[src/rtl/cmp_pkg.sv]
// Shared definitions for the sequential magnitude comparator.
//   cmp_state_e : FSM state encoding (IDLE / SCAN / DONE), also exported on
//                 the top-level debug port.
//   RES_*       : bit positions of the eq/gt/lt flags in the result vector.
package cmp_pkg;

  typedef enum logic [1:0] {
    ST_IDLE = 2'd0,
    ST_SCAN = 2'd1,
    ST_DONE = 2'd2
  } cmp_state_e;

  localparam int RES_EQ = 0;
  localparam int RES_GT = 1;
  localparam int RES_LT = 2;
  localparam int RES_W  = 3;

endpackage

[src/rtl/seq_magnitude_comparator_if.sv]
// Operand/result bundle for seq_magnitude_comparator.
//
// Handshake rules (both channels): a transfer happens on a rising clk edge
// where valid and ready are both 1. A producer holds valid and its payload
// steady until that edge; ready may change freely and carries no payload.
//   input channel  : in_valid / in_ready, payload a, b, signed_mode
//   output channel : out_valid / out_ready, payload eq, gt, lt
//
// Modports:
//   master : the side that offers operands and consumes results
//   slave  : the comparator
interface seq_magnitude_comparator_if #(
  parameter int WIDTH = 16
);
  logic             in_valid;
  logic             in_ready;
  logic [WIDTH-1:0] a;
  logic [WIDTH-1:0] b;
  logic             signed_mode;
  logic             out_valid;
  logic             out_ready;
  logic             eq;
  logic             gt;
  logic             lt;

  modport master (
    output in_valid, a, b, signed_mode, out_ready,
    input  in_ready, out_valid, eq, gt, lt
  );

  modport slave (
    input  in_valid, a, b, signed_mode, out_ready,
    output in_ready, out_valid, eq, gt, lt
  );
endinterface

[src/rtl/cmp_digit.sv]
// Combinational unsigned compare of one DIGIT-bit slice.
//   a, b : slice operands
//   eq   : a == b
//   gt   : a >  b
//   lt   : a <  b
module cmp_digit #(
  parameter int DIGIT = 4
) (
  input  logic [DIGIT-1:0] a,
  input  logic [DIGIT-1:0] b,
  output logic             eq,
  output logic             gt,
  output logic             lt
);

  assign eq = (a == b);
  assign gt = (a >  b);
  assign lt = (a <  b);

endmodule

[src/rtl/seq_magnitude_comparator.sv]
// Sequential magnitude comparator: compares two WIDTH-bit operands one
// DIGIT-bit slice per cycle, most significant slice first, stopping at the
// first slice that differs.
//   clk       : rising-edge clock
//   rst       : synchronous active-high reset
//   bus       : operand/result handshake bundle (slave side)
//   state_dbg : current FSM state
// Parameters: WIDTH operand width, DIGIT slice width (WIDTH must be a
// multiple of DIGIT).
module seq_magnitude_comparator
  import cmp_pkg::*;
#(
  parameter int WIDTH = 16,
  parameter int DIGIT = 4
) (
  input  logic                        clk,
  input  logic                        rst,
  seq_magnitude_comparator_if.slave   bus,
  output cmp_state_e                  state_dbg
);

  localparam int NDIG = WIDTH / DIGIT;
  localparam int IDXW = (NDIG > 1) ? $clog2(NDIG) : 1;
  localparam logic [IDXW-1:0]  IDX_TOP = IDXW'(NDIG - 1);
  localparam logic [WIDTH-1:0] MSB_MASK = {1'b1, {(WIDTH-1){1'b0}}};

  cmp_state_e       state_q, state_d;
  logic [IDXW-1:0]  idx_q, idx_d;
  logic [WIDTH-1:0] a_q, b_q;
  logic [RES_W-1:0] res_q, res_d;
  logic             load;

  logic [DIGIT-1:0] a_slice, b_slice;
  logic             d_eq, d_gt, d_lt;

  // Single slice comparator fed by the slice at the current index.
  assign a_slice = a_q[idx_q*DIGIT +: DIGIT];
  assign b_slice = b_q[idx_q*DIGIT +: DIGIT];

  cmp_digit #(.DIGIT(DIGIT)) u_digit (
    .a  (a_slice),
    .b  (b_slice),
    .eq (d_eq),
    .gt (d_gt),
    .lt (d_lt)
  );

  always_comb begin
    state_d = state_q;
    idx_d   = idx_q;
    res_d   = res_q;
    load    = 1'b0;
    unique case (state_q)
      ST_IDLE: begin
        if (bus.in_valid) begin
          load    = 1'b1;
          idx_d   = IDX_TOP;
          res_d   = '0;
          state_d = ST_SCAN;
        end
      end
      ST_SCAN: begin
        if (!d_eq) begin
          res_d         = '0;
          res_d[RES_GT] = d_gt;
          res_d[RES_LT] = d_lt;
          state_d       = ST_DONE;
        end else if (idx_q == '0) begin
          res_d         = '0;
          res_d[RES_EQ] = 1'b1;
          state_d       = ST_DONE;
        end else begin
          idx_d = idx_q - IDXW'(1);
        end
      end
      ST_DONE: begin
        if (bus.out_ready) begin
          res_d   = '0;
          state_d = ST_IDLE;
        end
      end
      default: begin
        res_d   = '0;
        state_d = ST_IDLE;
      end
    endcase
  end

  always_ff @(posedge clk) begin
    if (rst) begin
      state_q <= ST_IDLE;
      idx_q   <= '0;
      res_q   <= '0;
      a_q     <= '0;
      b_q     <= '0;
    end else begin
      state_q <= state_d;
      idx_q   <= idx_d;
      res_q   <= res_d;
      if (load) begin
        // Flipping the sign bit maps two's-complement order onto unsigned
        // order, so the slice scan itself never needs to know the mode.
        a_q <= bus.a ^ (bus.signed_mode ? MSB_MASK : '0);
        b_q <= bus.b ^ (bus.signed_mode ? MSB_MASK : '0);
      end
    end
  end

  assign bus.in_ready  = (state_q == ST_IDLE);
  assign bus.out_valid = (state_q == ST_DONE);
  // res_q is cleared outside DONE; the gating keeps the flags low even so.
  assign bus.eq = bus.out_valid & res_q[RES_EQ];
  assign bus.gt = bus.out_valid & res_q[RES_GT];
  assign bus.lt = bus.out_valid & res_q[RES_LT];

  assign state_dbg = state_q;

endmodule

[src/flat_wrapper.sv]
// flat-port wrapper written by rule: the top's interface ports become plain ports
module seq_magnitude_comparator_flat import cmp_pkg::*;
#(
  parameter int WIDTH = 16,
  parameter int DIGIT = 4
)
  (clk, rst, state_dbg, bus_in_valid, bus_a, bus_b, bus_signed_mode, bus_out_ready, bus_in_ready, bus_out_valid, bus_eq, bus_gt, bus_lt);
  seq_magnitude_comparator_if #(.WIDTH(WIDTH)) bus_i ();
  input  logic clk;
  input  logic rst;
  output cmp_state_e state_dbg;
  input wire logic [$bits(bus_i.in_valid)-1:0] bus_in_valid;
  input wire logic [$bits(bus_i.a)-1:0] bus_a;
  input wire logic [$bits(bus_i.b)-1:0] bus_b;
  input wire logic [$bits(bus_i.signed_mode)-1:0] bus_signed_mode;
  input wire logic [$bits(bus_i.out_ready)-1:0] bus_out_ready;
  output wire logic [$bits(bus_i.in_ready)-1:0] bus_in_ready;
  output wire logic [$bits(bus_i.out_valid)-1:0] bus_out_valid;
  output wire logic [$bits(bus_i.eq)-1:0] bus_eq;
  output wire logic [$bits(bus_i.gt)-1:0] bus_gt;
  output wire logic [$bits(bus_i.lt)-1:0] bus_lt;
  assign bus_i.in_valid = bus_in_valid;
  assign bus_i.a = bus_a;
  assign bus_i.b = bus_b;
  assign bus_i.signed_mode = bus_signed_mode;
  assign bus_i.out_ready = bus_out_ready;
  assign bus_in_ready = bus_i.in_ready;
  assign bus_out_valid = bus_i.out_valid;
  assign bus_eq = bus_i.eq;
  assign bus_gt = bus_i.gt;
  assign bus_lt = bus_i.lt;
  seq_magnitude_comparator #(.WIDTH(WIDTH), .DIGIT(DIGIT)) u_core (.clk(clk), .rst(rst), .bus(bus_i), .state_dbg(state_dbg));
endmodule
[config.mk]
export PLATFORM = sky130hd
export DESIGN_NAME = seq_magnitude_comparator_flat
export DESIGN_NICKNAME = d
export VERILOG_FILES = /design/src/rtl/cmp_pkg.sv /design/src/rtl/seq_magnitude_comparator_if.sv /design/src/rtl/cmp_digit.sv /design/src/rtl/seq_magnitude_comparator.sv /design/src/flat_wrapper.sv
export SDC_FILE = /design/constraint.sdc
export NUM_CORES = 1
export LEC_CHECK = 0
export CORE_AREA = 2 2 82 84
export CTS_CLUSTER_DIAMETER = 100
export DETAILED_ROUTE_END_ITERATION = 8
export DIE_AREA = 0 0 84 86
export GPL_ROUTABILITY_DRIVEN = 0
export SYNTH_ARGS = -nofsm -noshare
export SYNTH_HDL_FRONTEND = slang
export SYNTH_HIERARCHICAL = 1
export SYNTH_SLANG_ARGS = --single-unit
export TNS_END_PERCENT = 50
[constraint.sdc]
create_clock -name clk -period 7.2 [get_ports clk]
set_clock_uncertainty 0.15 [all_clocks]
set_input_delay 1.08 -clock clk [delete_from_list [all_inputs] [get_ports clk]]
set_output_delay 1.08 -clock clk [all_outputs]
set_load 0.02 [all_outputs]
# After elaboration in Yosys (flattened, before gate mapping)
# Index checks and enable logic that the tools add are counted.
[classes] n_lt_le_gt_ge=2 shift=2 n_bitwise=5 n_addsub=1 multipliers=0 div_mod_pow=0 eq_ne=8 reduce_logical=5 muxes=17
[ops] cell="16-bit by 5-bit variable part select with 4-bit output" n=2
[ops] cell="16-bit bitwise XOR" n=2
[ops] cell="16-bit two-way mux" n=1
[ops] cell="2-bit two-way mux" n=7
[ops] cell="3-bit two-way mux" n=4
[ops] cell="3-bit one-hot mux with 3 select lines" n=1
[ops] cell="2-bit != test, second input constant" n=3
[ops] cell="2-bit one-hot mux with 3 select lines" n=1
[ops] cell="4-bit == test" n=1
[ops] cell="4-bit > comparator" n=1
[ops] cell="2-bit logical NOT" n=2
[ops] cell="4-bit less-than comparator" n=1
[ops] cell="2-bit one-hot mux with 2 select lines" n=1
[ops] cell="4-bit AND reduction" n=1
[ops] cell="1-bit bitwise AND" n=3
[ops] cell="3-bit != test, second input constant" n=1
[ops] cell="3-bit AND reduction" n=1
[ops] cell="2-bit by 1-bit == test with 1-bit output, second input constant" n=1
[ops] cell="2-bit == test, second input constant" n=1
[ops] cell="1-bit two-way mux" n=2
[ops] cell="2-bit by 1-bit != test with 1-bit output, second input constant" n=1
[ops] cell="2-bit nonzero test" n=1
[ops] cell="2-bit by 1-bit subtractor with 2-bit output, second input constant" n=1
[word_totals] input_bits=37 word_cells=45 memories=0 ramBits=0 register_bits=39 latchBits=0 out_inout_bits=7 mem_bits_ro=0

# Depth between registers and ports, before layout
# Gate-level depths: netlist of the first run.
[depth] word_depth=4 depth_mapped=9 ltp_nobuf=8

# Hierarchy
# Netlist of the first run, hierarchy kept.
[by_module_without_submodules] module="seq_magnitude_comparator" instances=1 area_each_um2=1712.9 cells_each=192 seq_area_each_um2=780.7
[by_module_without_submodules] module="cmp_digit" instances=1 area_each_um2=128.9 cells_each=16 seq_area_each_um2=0.0

# Worst setup path before layout of the first run
# No wires, ideal clock.
[synth_timing] kind="register to output" start="register u_core.state_q[1] (netlist: u_core/state_dbg[1])" end="output bus_eq" arrival_time_ns=1.373 stages_incl_launch_ff=4 required_time_ns=5.970 path_buffers=1 slack_ns=4.597 cell_sequence="dfxtp_1 buf_6 nor2b_1 and2_1"
[synth_via] elab_chain_len=2
[synth_rtl] item="from (decl)" line_no="seq_magnitude_comparator.sv:27" rtl="cmp_state_e state_q, state_d;"
[synth_rtl] item="from (signal assigned)" line_no="seq_magnitude_comparator.sv:97" rtl="state_q <= state_d;"
[synth_rtl] item="2-bit == test" line_no="seq_magnitude_comparator.sv:110" rtl="assign bus.out_valid = (state_q == ST_DONE);"
[synth_rtl] item="named net bus_out_valid" line_no="flat_wrapper.sv:18" rtl="output wire logic [$bits(bus_i.out_valid)-1:0] bus_out_valid;"
[synth_rtl] item="1-bit bitwise AND" line_no="seq_magnitude_comparator.sv:112" rtl="assign bus.eq = bus.out_valid & res_q[RES_EQ];"
[synth_rtl] item="to (decl)" line_no="flat_wrapper.sv:19" rtl="output wire logic [$bits(bus_i.eq)-1:0] bus_eq;"
# The timed path passes the listed nets, and every way through them passes these cells.

# Final worst setup path of the first run
[layout_timing] start="register u_core.state_q[1] (netlist: u_core/state_dbg[1])" end="output bus_lt"
[layout_via] elab_chain_len=2
[layout_rtl] item="2-bit == test" line_no="seq_magnitude_comparator.sv:110"
[layout_rtl] item="1-bit bitwise AND" line_no="seq_magnitude_comparator.sv:114" rtl="assign bus.lt = bus.out_valid & res_q[RES_LT];"
[layout_rtl] item="to (decl)" line_no="flat_wrapper.sv:21" rtl="output wire logic [$bits(bus_i.lt)-1:0] bus_lt;"
# No other way between the ends.

==> flow_metrics.env, run 1 <==
export IMPL_synth_area_mux_share_pct=9.78
export IMPL_top_reg_cell_synth="dfxtp_1"
export IMPL_finalSetupTns_ns=0
export IMPL_post_drt_wl_per_cell_um=11.6
export IMPL_grt_pass1_wl_um=6480
export IMPL_post_drt_via_cell_ratio=4.55
export IMPL_worstHoldStart="u_core/a_q[10]"
export IMPL_post_route_cells_drive_above_1_share_pct=9.31
export IMPL_master_of_the_slowest_instance_on_the_critical_path="dfxtp_1"
export IMPL_cts_hold_fix_buffers=0
export IMPL_timing_worst_slew_pin_value_ns=0.594
export IMPL_floorplan_core_area_um2=6280
export IMPL_clk_insertion_delay_late_ns=0.28
export IMPL_async_reset_ff_share_pct=0
export IMPL_worstPathCellList="nor2b_1 > and2_1 > clkdlybuf4s50_1"
export IMPL_netlist_top_cells_area="dfxtp_1 42%, nand2_1 13%, mux4_2 9.8%"
export IMPL_worst_hold_path_type="reg -> reg"
export IMPL_count_of_input_and_output_buffers=43
export IMPL_ant_nets=0
export IMPL_grt_pass1_vias=1508
export IMPL_yosys_area_share_adder_pct=3.40
export IMPL_synth_sequential_area_ratio_pct=42.4
export IMPL_layout_cells_non_filler=324
export IMPL_grt_setup_unrepaired="false"
export IMPL_timing_critical_path_buf_inv=1
export IMPL_nets=288
export IMPL_critical_path_top_delay_family="flip-flops"
export IMPL_clock_sinks=39
export IMPL_reg2reg_from="u_core/idx_q[0]"
export IMPL_io_pins=44
export IMPL_synth_nets=250
export IMPL_ys_ff_latch=39
export IMPL_grt_start_max_net_pins=40
export IMPL_starting_utilization_of_the_core_area_pct=29.3
export IMPL_finish_instance_area_um2=2390
export IMPL_path_class="reg -> out"
export IMPL_synth_avg_cell_area_um2=8.85
export IMPL_synth_edf_count=0
export IMPL_netlist_top_cell_by_area="dfxtp_1"
export IMPL_clkSlewWorstSetupHoldPaths_ns=0.07
export IMPL_synth_most_common_cell="nand2_1"
export IMPL_netlist_cell_type_count=32
export IMPL_final_min_period_over_clock_period_pct=43.8
export IMPL_totalPowerFinal_uw=554
export IMPL_maxCapViolCount=0
export IMPL_report_final_slew_viol_count=0
export IMPL_grt_total_usage_pct=11.1
export IMPL_timing_max_slew_rel_slack_pct=60.4
export IMPL_post_cts_resized=0
export IMPL_timing_critical_path_from_type="flop"
export IMPL_place_detailed_instances=316
export IMPL_worst_ir_drop_vdd_uv=105
export IMPL_drt_iter0_markers=48
export IMPL_finalHoldWorstSlack_ns=0.302
export IMPL_powerDensity_nw_per_um2=231
export IMPL_dp_slack_ns=4.24
export IMPL_timing_critical_path_fanout_max=13
export IMPL_mappedNetlistArea_um2=1840
export IMPL_report_final_hold_viol_count=0
export IMPL_netlist_top_cells_count="64 x nand2_1, 39 x dfxtp_1, 33 x a21oi_1"
export IMPL_hpwl_um=2650
export IMPL_period_minus_slack_ns=3.15
export IMPL_startpoint="u_core/state_dbg[1]"
export IMPL_xor_xnor_share_of_the_synthesized_area_pct=0.951
export IMPL_final_setup_viol_count=0
export IMPL_placement_rows=29
export IMPL_postRouteWirelength_um=3770
export IMPL_setup_worst_path_end_class="output pin"
export IMPL_synthCells=208
export IMPL_data_arrival_time_of_the_critical_path_ns=1.92
export IMPL_finalCoreUtilization_pct=38.1
export IMPL_share_clk_of_total_power_pct=28.8
export IMPL_dr_pass1_iters=4
export IMPL_synthDominantCellAreaShare_pct=42.4
export IMPL_intPower_uw=398
export IMPL_cts_setup_buffers=0
export IMPL_power_share_switching_pct=28.1
export IMPL_synth_top_family_by_area="simple AND/OR/NAND/NOR gates"
export IMPL_num_vias=1473
export IMPL_required_ns=5.97
export IMPL_place_area_um2=2290
export IMPL_cts_root_buffer_cell="clkbuf_8"
export IMPL_grt_antenna_before_repair=0
export IMPL_cts_buffers_inserted=5
export IMPL_tritoncts_clock_tree="done"
export IMPL_clock_fmax_mhz=317
export IMPL_worst_slack_ns=4.05
export IMPL_power_leakage_nw=0.876
export IMPL_synth_simple_gate_area_share_pct=22.5
export IMPL_drc=0
export IMPL_fp_dieArea_um2=7220
export IMPL_yosys_warning_count=6
export IMPL_clk_path_buf_depth=2
export IMPL_result_of_the_run="completed"
export IMPL_max_stage_delay_ns=0.59
export IMPL_global_route_overflow_total=0
export IMPL_pwr_share_comb_pct=25.2
export IMPL_layout_area_overhead_vs_synth_pct=30.0
export IMPL_part_of_the_power_in_registers_pct=46.0
export IMPL_synth_compound_area_share_pct=14.9
export IMPL_cts_htree_levels=2
export IMPL_die_height_um=86
export IMPL_num_antenna_cells=0
export IMPL_chipWidth_um=84
export IMPL_netSwitchingPower_uw=156
-- worst paths after layout --
| path | depth (start not counted) | slack, ns | to |
|---|---|---|---|
| max | 3 | 4.05 | bus_lt |
| min | 2 | 0.30 | u_core/a_q[10] |
| max reg2reg | 7 | 4.25 | u_core/idx_q[0] |
| min reg2reg | 2 | 0.30 | u_core/a_q[10] |
-- layout make-up --
cell class / count / area [um2]
multi-input cells: 149 / 948
flip-flops and latches: 39 / 781
fillers: 651 / 3880
clock buffers: 8 / 100
repair buffers: 45 / 445
well taps: 77 / 96.3
inverters: 6 / 22.5
-- per-layer routing --
layer,track usage [%],wire length [um]
met1,12.7,1730
met2,20.4,1840
met3,2.41,150
met4,4.40,47
met5,0,0
-- power by group through the flow --
stage	combinational (mW)	clock, mW	sequential, mW
after floorplan	0.112	0	0.248
after detailed placement	0.141	0	0.260
after global routing	0.156	0.175	0.259
after CTS	0.142	0.166	0.255
after global placement	0.139	0	0.260
final	0.140	0.159	0.255
-- placed cells by master (no fill, tap or decap), types with 2 or more instances in the layout --
master / synthesis / final
a211oi_1: 2 / 2
nor2b_1: 2 / 2
mux4_2: 8 / 8
buf_4: 0 / 2
inv_1: 6 / 6
nor3b_1: 3 / 3
nand2_1: 64 / 64
clkbuf_8: 0 / 7
nor2_1: 6 / 6
nor3_1: 2 / 2
dfxtp_1: 39 / 39
clkdlybuf4s50_1: 0 / 43
ha_1: 5 / 5
a21oi_1: 33 / 33
and2_1: 4 / 4
xnor2_1: 2 / 2
o21ai_0: 2 / 2
o31ai_1: 2 / 2
-- registers in the layout, summed over array words and instances, names as in the netlist --
signal	flops
u_core/res_q	3
u_core/b_q	16
u_core/state_dbg	2
u_core/idx_q	2
u_core/a_q	16
-- worst register-to-register path, delay by kind of cell (launching register included) --
family          cells  cell delay, ns
compound gates      2            0.19
flops               1            0.70
fa+ha+maj           1            0.32
simple gates        3            0.88
mux                 1            0.58
-- cells by family (layout without fill, tap and decap cells) --
| logic type | after synthesis | after routing |
|---|---|---|
| XOR/XNOR | 2 | 2 |
| multiplexers | 8 | 8 |
| buffers and inverters | 20 | 59 |
| flip-flops | 39 | 39 |
| AND/OR/NAND/NOR | 88 | 88 |
| AO/OA/AOI/OAI | 46 | 46 |
| adder cells (fa/ha/maj) | 5 | 5 |
No activity file was read; power rests on OpenSTA's default activity.
==> run 2: changes to the inputs <==
Clock period 7.2 ns to 2.9 ns, I/O delays scaled along.
==> run 2 against run 1 <==
Effect of this change: setup slack got worse by 3.7 ns; routed wire length grew 3.6%; first-iteration DRC count rose by 8.3%; flip-flop and latch count did not move; total power grew to 2.5 times the previous value; hold slack improved by 0.0046 ns; cell area rose by 1.3%; sequential power up 150%; sequential share of layout area shrank 0.37 points; non-clock buffer count increased by 4; die area stayed put; register-to-register slack got worse by 3.9 ns; critical endpoint is now u_core/idx_q[0]; largest cell class unchanged; highest routed layer unchanged.
==> flow_metrics.env, run 2 (same netlist as run 1, synthesis figures left out) <==
export IMPL_dp_slack_ns=0.203
export IMPL_grt_start_max_net_pins=40
export IMPL_timing_critical_path_fanout_max=8
export IMPL_grt_pass1_vias=1541
export IMPL_hpwl_um=2910
export IMPL_power_leakage_nw=0.896
export IMPL_data_arrival_time_of_the_critical_path_ns=2.55
export IMPL_worstHoldStart="u_core/a_q[12]"
export IMPL_final_setup_viol_count=0
export IMPL_cts_buffers_inserted=5
export IMPL_count_of_input_and_output_buffers=43
export IMPL_timing_critical_path_from_type="flop"
export IMPL_clkSlewWorstSetupHoldPaths_ns=0.07
export IMPL_postRouteWirelength_um=3900
export IMPL_tritoncts_clock_tree="done"
export IMPL_reg2reg_from="u_core/idx_q[0]"
export IMPL_post_drt_via_cell_ratio=4.67
export IMPL_drc=0
export IMPL_die_height_um=86
export IMPL_grt_antenna_before_repair=0
export IMPL_met1_usage_pct=13.1
export IMPL_drt_iter0_markers=52
export IMPL_path_class="reg -> reg"
export IMPL_worst_slack_ns=0.345
export IMPL_starting_utilization_of_the_core_area_pct=29.3
export IMPL_dr_pass1_iters=4
export IMPL_clk_path_buf_depth=2
export IMPL_timing_worst_slew_pin_value_ns=0.671
export IMPL_finish_instance_area_um2=2420
export IMPL_grt_setup_unrepaired="false"
export IMPL_grt_pass1_wl_um=6690
export IMPL_layout_area_overhead_vs_synth_pct=31.7
export IMPL_clock_fmax_mhz=391
export IMPL_required_ns=2.89
export IMPL_worst_hold_path_type="reg -> reg"
export IMPL_global_route_overflow_total=0
export IMPL_placement_rows=29
export IMPL_io_pins=44
export IMPL_clock_sinks=39
export IMPL_highest_count_cells_in_the_layout_ignoring_fill_and_taps="64 x nand2_1, 43 x clkdlybuf4s50_1, 38 x dfxtp_1, 33 x a21oi_1, 8 x mux4_2"
export IMPL_cts_setup_buffers=0
export IMPL_cts_htree_levels=2
export IMPL_period_minus_slack_ns=2.56
export IMPL_top_usage_layer_grt="met2"
export IMPL_cts_root_buffer_cell="clkbuf_8"
export IMPL_ant_nets=0
export IMPL_startpoint="u_core/idx_q[0]"
export IMPL_mostFrequentLayoutCell="nand2_1"
export IMPL_setup_worst_path_end_class="flop"
export IMPL_num_vias=1531
export IMPL_post_drt_wl_per_cell_um=11.9
export IMPL_report_final_slew_viol_count=0
export IMPL_grt_util_met3_pct=3.37
export IMPL_worst_ir_drop_vdd_uv=218
export IMPL_floorplan_core_area_um2=6280
export IMPL_finalHoldWorstSlack_ns=0.307
export IMPL_report_final_hold_viol_count=0
export IMPL_maxCapViolCount=0
export IMPL_final_min_period_over_clock_period_pct=88.1
export IMPL_chipWidth_um=84
export IMPL_powerDensity_nw_per_um2=575
export IMPL_result_of_the_run="completed"
export IMPL_clk_insertion_delay_late_ns=0.28
export IMPL_filler_cells=663
export IMPL_num_antenna_cells=0
export IMPL_met2_grt_util_pct=20.7
export IMPL_place_detailed_instances=320
export IMPL_grt_total_usage_pct=11.5
export IMPL_nets=292
export IMPL_place_area_um2=2320
export IMPL_fp_dieArea_um2=7220
export IMPL_finalSetupTns_ns=0
export IMPL_timing_max_slew_rel_slack_pct=55.2
export IMPL_layout_cells_non_filler=328
export IMPL_post_route_cells_drive_above_1_share_pct=11.2
export IMPL_largest_registers="u_core/a_q: 16 flops, u_core/b_q: 16 flops, u_core/res_q: 3 flops"
run 2: final timing paths:
path | slack, ns | cells past startpoint | end
max reg2reg | 0.34 | 9 | u_core/idx_q[0]
max | 0.34 | 9 | u_core/idx_q[0]
min | 0.31 | 2 | u_core/a_q[12]
min reg2reg | 0.31 | 2 | u_core/a_q[12]
run 2: cell type report:
type	instances	area, um2	area share (%)
inverter	6	22.5	0.929
sequential	39	782	32.2
clock buffer	8	100	4.13
timing repair buffer	49	475	19.6
tap	77	96.3	3.97
multi-input combinational	149	948	39.1
run 2: what timing repair did:
action	CTS	global route
endpoints found under the setup margin	0	2
hold buffers	0	0
resized for setup	0	1
endpoints found under the hold margin	0	0
run 2: report_power, final:
part	internal (mW)	leakage [nW]	switching [mW]	total, mW
Combinational	0.205	0.524	0.168	0.372
Clock	0.217	0.0515	0.175	0.392
Sequential	0.585	0.321	0.0454	0.630
Total	1.01	0.896	0.388	1.39
run 2: routing by layer:
layer	wire, um	share of wire [%]
met1	1750	45
met2	1950	50
met3	155	4.0
met4	46	1.2
met5	0	0
run 2: critical path, stage by stage, from the launching register on:
cell and delay [ns]:
dfxtp_2 0.44, buf_4 0.19, mux4_2 0.50, inv_1 0.07
ha_1 0.13, nand2_1 0.07, nor2_1 0.20, or4bb_1 0.49
o21ai_0 0.08, a221oi_1 0.09
run 2: stage by stage:
stage / utilization, % / total power [mW]
floorplan: - / 0.896
global placement: 37.0 / 1.01
detailed placement: 37.0 / 1.02
CTS: 38.6 / 1.42
global route: 38.6 / 1.49
finish: 38.6 / 1.39
